File: src/rtl/seg7_scan_decoder.sv
// seg7_scan_decoder: watches a multiplexed active-low seven-segment bus and
// recovers the hex value shown on each digit. A sample must be seen unchanged
// and with exactly one digit selected STABLE times in a row before it is
// committed; each steady run commits once.
module seg7_scan_decoder #(
  parameter int NDIG   = 4,
  parameter int STABLE = 3
) (
  input  logic              clk,
  input  logic              reset,
  input  logic [6:0]        seg_n,
  input  logic [NDIG-1:0]   dig_n,
  input  logic              err_clr,
  output logic [4*NDIG-1:0] digits,
  output logic [NDIG-1:0]   valid,
  output logic [NDIG-1:0]   blank,
  output logic              upd,
  output logic [2:0]        upd_idx,
  output logic              err,
  output logic [2:0]        err_idx
);

  localparam int CW = $clog2(STABLE + 1);
  localparam logic [CW-1:0] CNT_MAX = CW'(STABLE);

  // capture register (s) and the sample before it (p)
  logic [6:0]      seg_s_reg, seg_p_reg;
  logic [NDIG-1:0] dig_s_reg, dig_p_reg;
  logic            s_vld_reg;

  // run tracking
  logic [CW-1:0]   cnt_reg, cnt_next;
  logic            done_reg, done_next;
  logic            done_eff;
  logic            s_legal, s_same, commit;

  // selected digit and glyph decode of the captured sample
  logic [2:0]      sel_idx;
  logic            glyph_ok, glyph_blk;
  logic [3:0]      glyph_val;

  // commit-side registers
  logic            upd_reg;
  logic [2:0]      upd_idx_reg;
  logic            err_reg;
  logic [2:0]      err_idx_reg;

  // Register the pins every edge; s_vld_reg masks the cleared value after reset.
  always_ff @(posedge clk) begin
    if (reset) begin
      seg_s_reg <= '0;
      dig_s_reg <= '0;
      seg_p_reg <= '0;
      dig_p_reg <= '0;
      s_vld_reg <= 1'b0;
    end else begin
      seg_p_reg <= seg_s_reg;
      dig_p_reg <= dig_s_reg;
      seg_s_reg <= seg_n;
      dig_s_reg <= dig_n;
      s_vld_reg <= 1'b1;
    end
  end

  // Run counter next state and commit decision for the captured sample.
  always_comb begin
    s_legal   = s_vld_reg && $onehot(~dig_s_reg);
    s_same    = (seg_s_reg == seg_p_reg) && (dig_s_reg == dig_p_reg);
    cnt_next  = '0;
    done_eff  = 1'b0;
    if (s_legal) begin
      if (s_same) begin
        cnt_next = (cnt_reg == CNT_MAX) ? cnt_reg : cnt_reg + 1'b1;
        done_eff = done_reg;
      end else begin
        cnt_next = CW'(1);
      end
    end
    commit    = s_legal && (cnt_next == CNT_MAX) && !done_eff;
    done_next = commit ? 1'b1 : done_eff;
  end

  // Run counter and commit-once flag.
  always_ff @(posedge clk) begin
    if (reset) begin
      cnt_reg  <= '0;
      done_reg <= 1'b0;
    end else begin
      cnt_reg  <= cnt_next;
      done_reg <= done_next;
    end
  end

  // Index of the single active-low digit select in the captured sample.
  always_comb begin
    sel_idx = 3'd0;
    for (int i = 0; i < NDIG; i++) begin
      if (!dig_s_reg[i]) sel_idx = 3'(i);
    end
  end

  // Glyph lookup: hex value, all-off blank, or not a glyph.
  always_comb begin
    glyph_ok  = 1'b1;
    glyph_blk = 1'b0;
    glyph_val = 4'h0;
    case (seg_s_reg)
      7'h40: glyph_val = 4'h0;
      7'h79: glyph_val = 4'h1;
      7'h24: glyph_val = 4'h2;
      7'h30: glyph_val = 4'h3;
      7'h19: glyph_val = 4'h4;
      7'h12: glyph_val = 4'h5;
      7'h02: glyph_val = 4'h6;
      7'h78: glyph_val = 4'h7;
      7'h00: glyph_val = 4'h8;
      7'h10: glyph_val = 4'h9;
      7'h08: glyph_val = 4'hA;
      7'h03: glyph_val = 4'hB;
      7'h46: glyph_val = 4'hC;
      7'h21: glyph_val = 4'hD;
      7'h06: glyph_val = 4'hE;
      7'h0E: glyph_val = 4'hF;
      7'h7F: begin
        glyph_ok  = 1'b0;
        glyph_blk = 1'b1;
      end
      default: glyph_ok = 1'b0;
    endcase
  end

  // Commit pulse, its index, and the sticky error (a new error beats err_clr).
  always_ff @(posedge clk) begin
    if (reset) begin
      upd_reg     <= 1'b0;
      upd_idx_reg <= 3'd0;
      err_reg     <= 1'b0;
      err_idx_reg <= 3'd0;
    end else begin
      upd_reg     <= commit;
      upd_idx_reg <= commit ? sel_idx : 3'd0;
      if (commit && !glyph_ok && !glyph_blk) begin
        err_reg     <= 1'b1;
        err_idx_reg <= sel_idx;
      end else if (err_clr) begin
        err_reg     <= 1'b0;
        err_idx_reg <= 3'd0;
      end
    end
  end

  // Per-digit result registers, updated only when a commit targets that digit.
  for (genvar gi = 0; gi < NDIG; gi++) begin : g_dig
    logic [3:0] val_reg;
    logic       vld_reg;
    logic       blk_reg;

    // Hold the last decoded value; valid/blank reflect the latest commit.
    always_ff @(posedge clk) begin
      if (reset) begin
        val_reg <= 4'h0;
        vld_reg <= 1'b0;
        blk_reg <= 1'b0;
      end else if (commit && (sel_idx == 3'(gi))) begin
        if (glyph_ok) begin
          val_reg <= glyph_val;
          vld_reg <= 1'b1;
          blk_reg <= 1'b0;
        end else begin
          vld_reg <= 1'b0;
          blk_reg <= glyph_blk;
        end
      end
    end

    assign digits[4*gi +: 4] = val_reg;
    assign valid[gi]         = vld_reg;
    assign blank[gi]         = blk_reg;
  end

  assign upd     = upd_reg;
  assign upd_idx = upd_idx_reg;
  assign err     = err_reg;
  assign err_idx = err_idx_reg;

endmodule

File: config.mk
export PLATFORM = sky130hd
export DESIGN_NAME = seg7_scan_decoder
export DESIGN_NICKNAME = d
export VERILOG_FILES = /design/src/rtl/seg7_scan_decoder.sv
export SDC_FILE = /design/constraint.sdc
export NUM_CORES = 1
export LEC_CHECK = 0
export BUFFER_PORTS_ARGS = -buffer_cell sky130_fd_sc_hd__buf_2
export CORE_MARGIN = 4
export CORE_UTILIZATION = 60
export CTS_CLUSTER_SIZE = 10
export DETAILED_ROUTE_END_ITERATION = 16
export PLACE_DENSITY_LB_ADDON = 0.12
export SLEW_MARGIN = 20
export SYNTH_ARGS = -nofsm -noshare
export SYNTH_HDL_FRONTEND = slang
export SYNTH_SLANG_ARGS = --single-unit
File: constraint.sdc
create_clock -name clk -period 5.6 [get_ports clk]
set_clock_uncertainty 0.15 [all_clocks]
set_input_delay 1.12 -clock clk [delete_from_list [all_inputs] [get_ports clk]]
set_output_delay 1.12 -clock clk [all_outputs]
set_load 0.02 [all_outputs]
==> reports/results.tsv <==
stage	metric	value	unit
status	status	complete, no violations	
logic_synthesis	ys_warn_count	0	
worst_setup_path	crit_end	g_dig[2].val_reg[3]	
grt	gr-usage-met2	32.8	%
finish	largest_register_ff_count	16	
clocking	cts_made_buffers	5	
logic_synthesis	ys.flop_type	dfxtp_1	
timing	rsz0062_at_grt	no	
floorplan	die_area	0.00557	sq mm
clocking	cts_resized	0	
logic_synthesis	syn-cell-area	0.00267	sq mm
clocking	cts_sinks	56	
grt	grt_pass1_wl	8870	um
power	switching_share	23.2	%
floorplan	row_count	23	
clocking	cts_root_buf	clkbuf_8	
run	maxCapViolations	0	
route	first_iter_violations	205	
worst_setup_path	setup.worst_path.start	dig_s_reg[3]	
place	place_inst	347	
hold_path	holdCritStartpoint	g_dig[1].val_reg[3]	
power	power.density	278	mW/mm^2
power	finalPower	804	uW
worst_setup_path	worstPathMaxFanout	16	
route	drc_errors	0	
grt	overflow	0	
worst_setup_path	r2r-start	dig_s_reg[3]	
timing	setup_slack	2.10	ns
finish	stdcell_area	0.00290	sq mm
grt	top_usage_layer	met2	
worst_setup_path	r2r_slack	2.10	ns
logic_synthesis	async_reset_ff_share	0	%
clocking	path_clk_slew	0.11	ns
clocking	tritoncts	done	
worst_setup_path	r2r-end	g_dig[2].val_reg[3]	
route	first_pass_iters	4	
route	ant_nets	0	
logic_synthesis	synth_cell_types	65	
clocking	hold_buffers	0	
hold_path	worstHoldPathType	reg2reg	
finish	final_cell_mix	dfxtp_1, buf_2, nand2_1	
floorplan	ioPinCount	46	
worst_setup_path	critical_path_class	reg2reg	
clocking	clk_latency	0.31	ns
finish	insertedDiodeCount	0	
place	gp_congestion	0.887	
finish	drive_above_1_share	23.9	%
floorplan	coreArea	0.00414	sq mm
grt	grt_util_all_layers	20.8	%
place	post_dp_cell_area	0.00276	sq mm
clocking	cts_buffer_depth	2	
worst_setup_path	cp-end-kind	flop	
timing	max_freq	0.286	GHz
logic_synthesis	seq_area_frac_synth	42.0	%
timing	max-slew-margin-rel	48.5	%
worst_setup_path	crit_arrival	3.57	ns
place	hpwl	3790	um
route	wirelength	5270	um
place	dp_slack	2.17	ns
power	seq_power_share	52.5	%
grt	grt_max_degree	42	
grt	antenna_found_initial	0	
timing	drv_slew	0	
logic_synthesis	synth_edf_count	0	
clocking	h-tree-depth	2	
route	wl_per_cell	14.9	um
timing	finalSetupTns	0	ns
finish	nNetsFinal	321	
timing	setup_viol	0	
floorplan	chipWidth	74.7	um
worst_setup_path	reg2regPathDepth	9	
power	p_leak	0.00124	uW
power	vdd_drop_max	0.207	mV
place	port_buffers	43	
timing	hold_violations	0	
floorplan	start_util	64.3	%
timing	tightest_slew	0.767	ns
power	p_comb_share	8.7	%
finish	instances_no_fill	355	
logic_synthesis	avgSynthCellArea	9.49	sq um
power	p_int	617	uW
grt	grtUsageMet1	28.9	%
finish	syn2layout_area_growth	8.59	%
logic_synthesis	ys_ff_latch	56	
worst_setup_path	start_kind	flop	
route	viasPerCell	5.59	
worst_setup_path	crit_required	5.67	ns
route	vias	1986	
timing	fin_crit	3.50	ns
logic_synthesis	syn_inst	281	
finish	layout_commonest_cell	dfxtp_1	
grt	met3_usage	4.54	%
floorplan	die_h	74.7	um
clocking	postCtsSetupRepairBufs	0	
power	clkPwrFrac	38.8	%
grt	grt_pass1_vias	1839	
timing	timing.final.crit_share	62.4	%
power	switchingPower	187	uW
-- power by group through the flow --
stage / clock network (uW) / registers, uW / logic [uW]
floorplan: 0 / 421 / 68.0
global placement: 0 / 431 / 68.4
detailed placement: 0 / 431 / 70.1
CTS: 320 / 422 / 70.5
global route: 335 / 424 / 79.0
finish: 312 / 422 / 69.9
-- Yosys cell counts (all sizes together) (2+ instances only) --
cell type	number	area, sq um
o22ai	5	31.3
o311a	2	21.3
nor3	7	35.0
nand2	26	97.6
a211oi	3	40.0
nand2b	2	12.5
buf	23	171
inv	8	30.0
and3	3	18.8
a21bo	2	20.0
ha	2	25.0
nor4	4	40.0
o21ai	14	70.1
a211o	2	17.5
xnor2	12	146
nor2	15	56.3
o211ai	3	32.5
a31o	2	17.5
nor3b	2	15.0
nand3	8	40.0
a21oi	13	65.1
and3b	2	17.5
clkbuf	5	18.8
o311ai	2	25.0
o211a	2	20.0
dfxtp	56	1120
nand4	5	52.6
mux2i	6	60.1
nor2b	23	144
or3b	2	17.5
-- worst min path at each step --
stage | depth (start not counted) | end | slack, ns
floorplan | 1 | cnt_reg[0] | 0.28
global placement | 2 | err_idx[0] | 0.29
detailed placement | 2 | g_dig[1].val_reg[3] | 0.30
CTS | 2 | g_dig[1].val_reg[3] | 0.32
global route | 1 | cnt_reg[0] | 0.33
finish | 2 | g_dig[1].val_reg[3] | 0.32
-- per-stage QoR --
step                      hold WS [ns]  utilization (%)
final                            0.316             69.9
after global routing             0.328             69.9
after CTS                        0.317             69.9
after detailed placement         0.299             66.5
after global placement           0.294             66.5
after floorplan                  0.284                -
-- metal layers --
metal | share of wire, % | vias up | wire [um]
met5 | 0 | - | 0
met3 | 4.7 | 9 | 249
met1 | 47 | 922 | 2490
li1 | - | 1011 | -
met4 | 1.4 | 0 | 76
met2 | 47 | 44 | 2450
-- final cells by class --
type                    count  area (sq um)
multi-input cells         190          1330
fillers                   339          1250
flip-flops and latches     56          1120
repair buffers             43           215
clock buffers               5          68.8
clock inverters             3          68.8
well taps                  50          62.6
inverters                   8          30.0
-- kinds of logic after synthesis --
logic type	count (synthesis)	share of synthesized area [%]
buffers and inverters	36	8.26
multiplexers	6	2.25
adder cells (fa/ha/maj)	3	1.69
AO/OA/AOI/OAI	58	16.0
XOR/XNOR	12	5.49
AND/OR/NAND/NOR	109	24.1
other	1	0.141
flip-flops	56	42.0
-- critical path, cell delays in order (launching register included) --
cell and delay, ns:
dfxtp_1 0.40, fa_1 0.51, inv_1 0.04, ha_1 0.17, ha_1 0.26, nand4bb_1 0.25
or3_4 0.40, nor4_4 0.59, o211ai_2 0.32, a31o_2 0.32
Power figures use the tool's default switching activity.
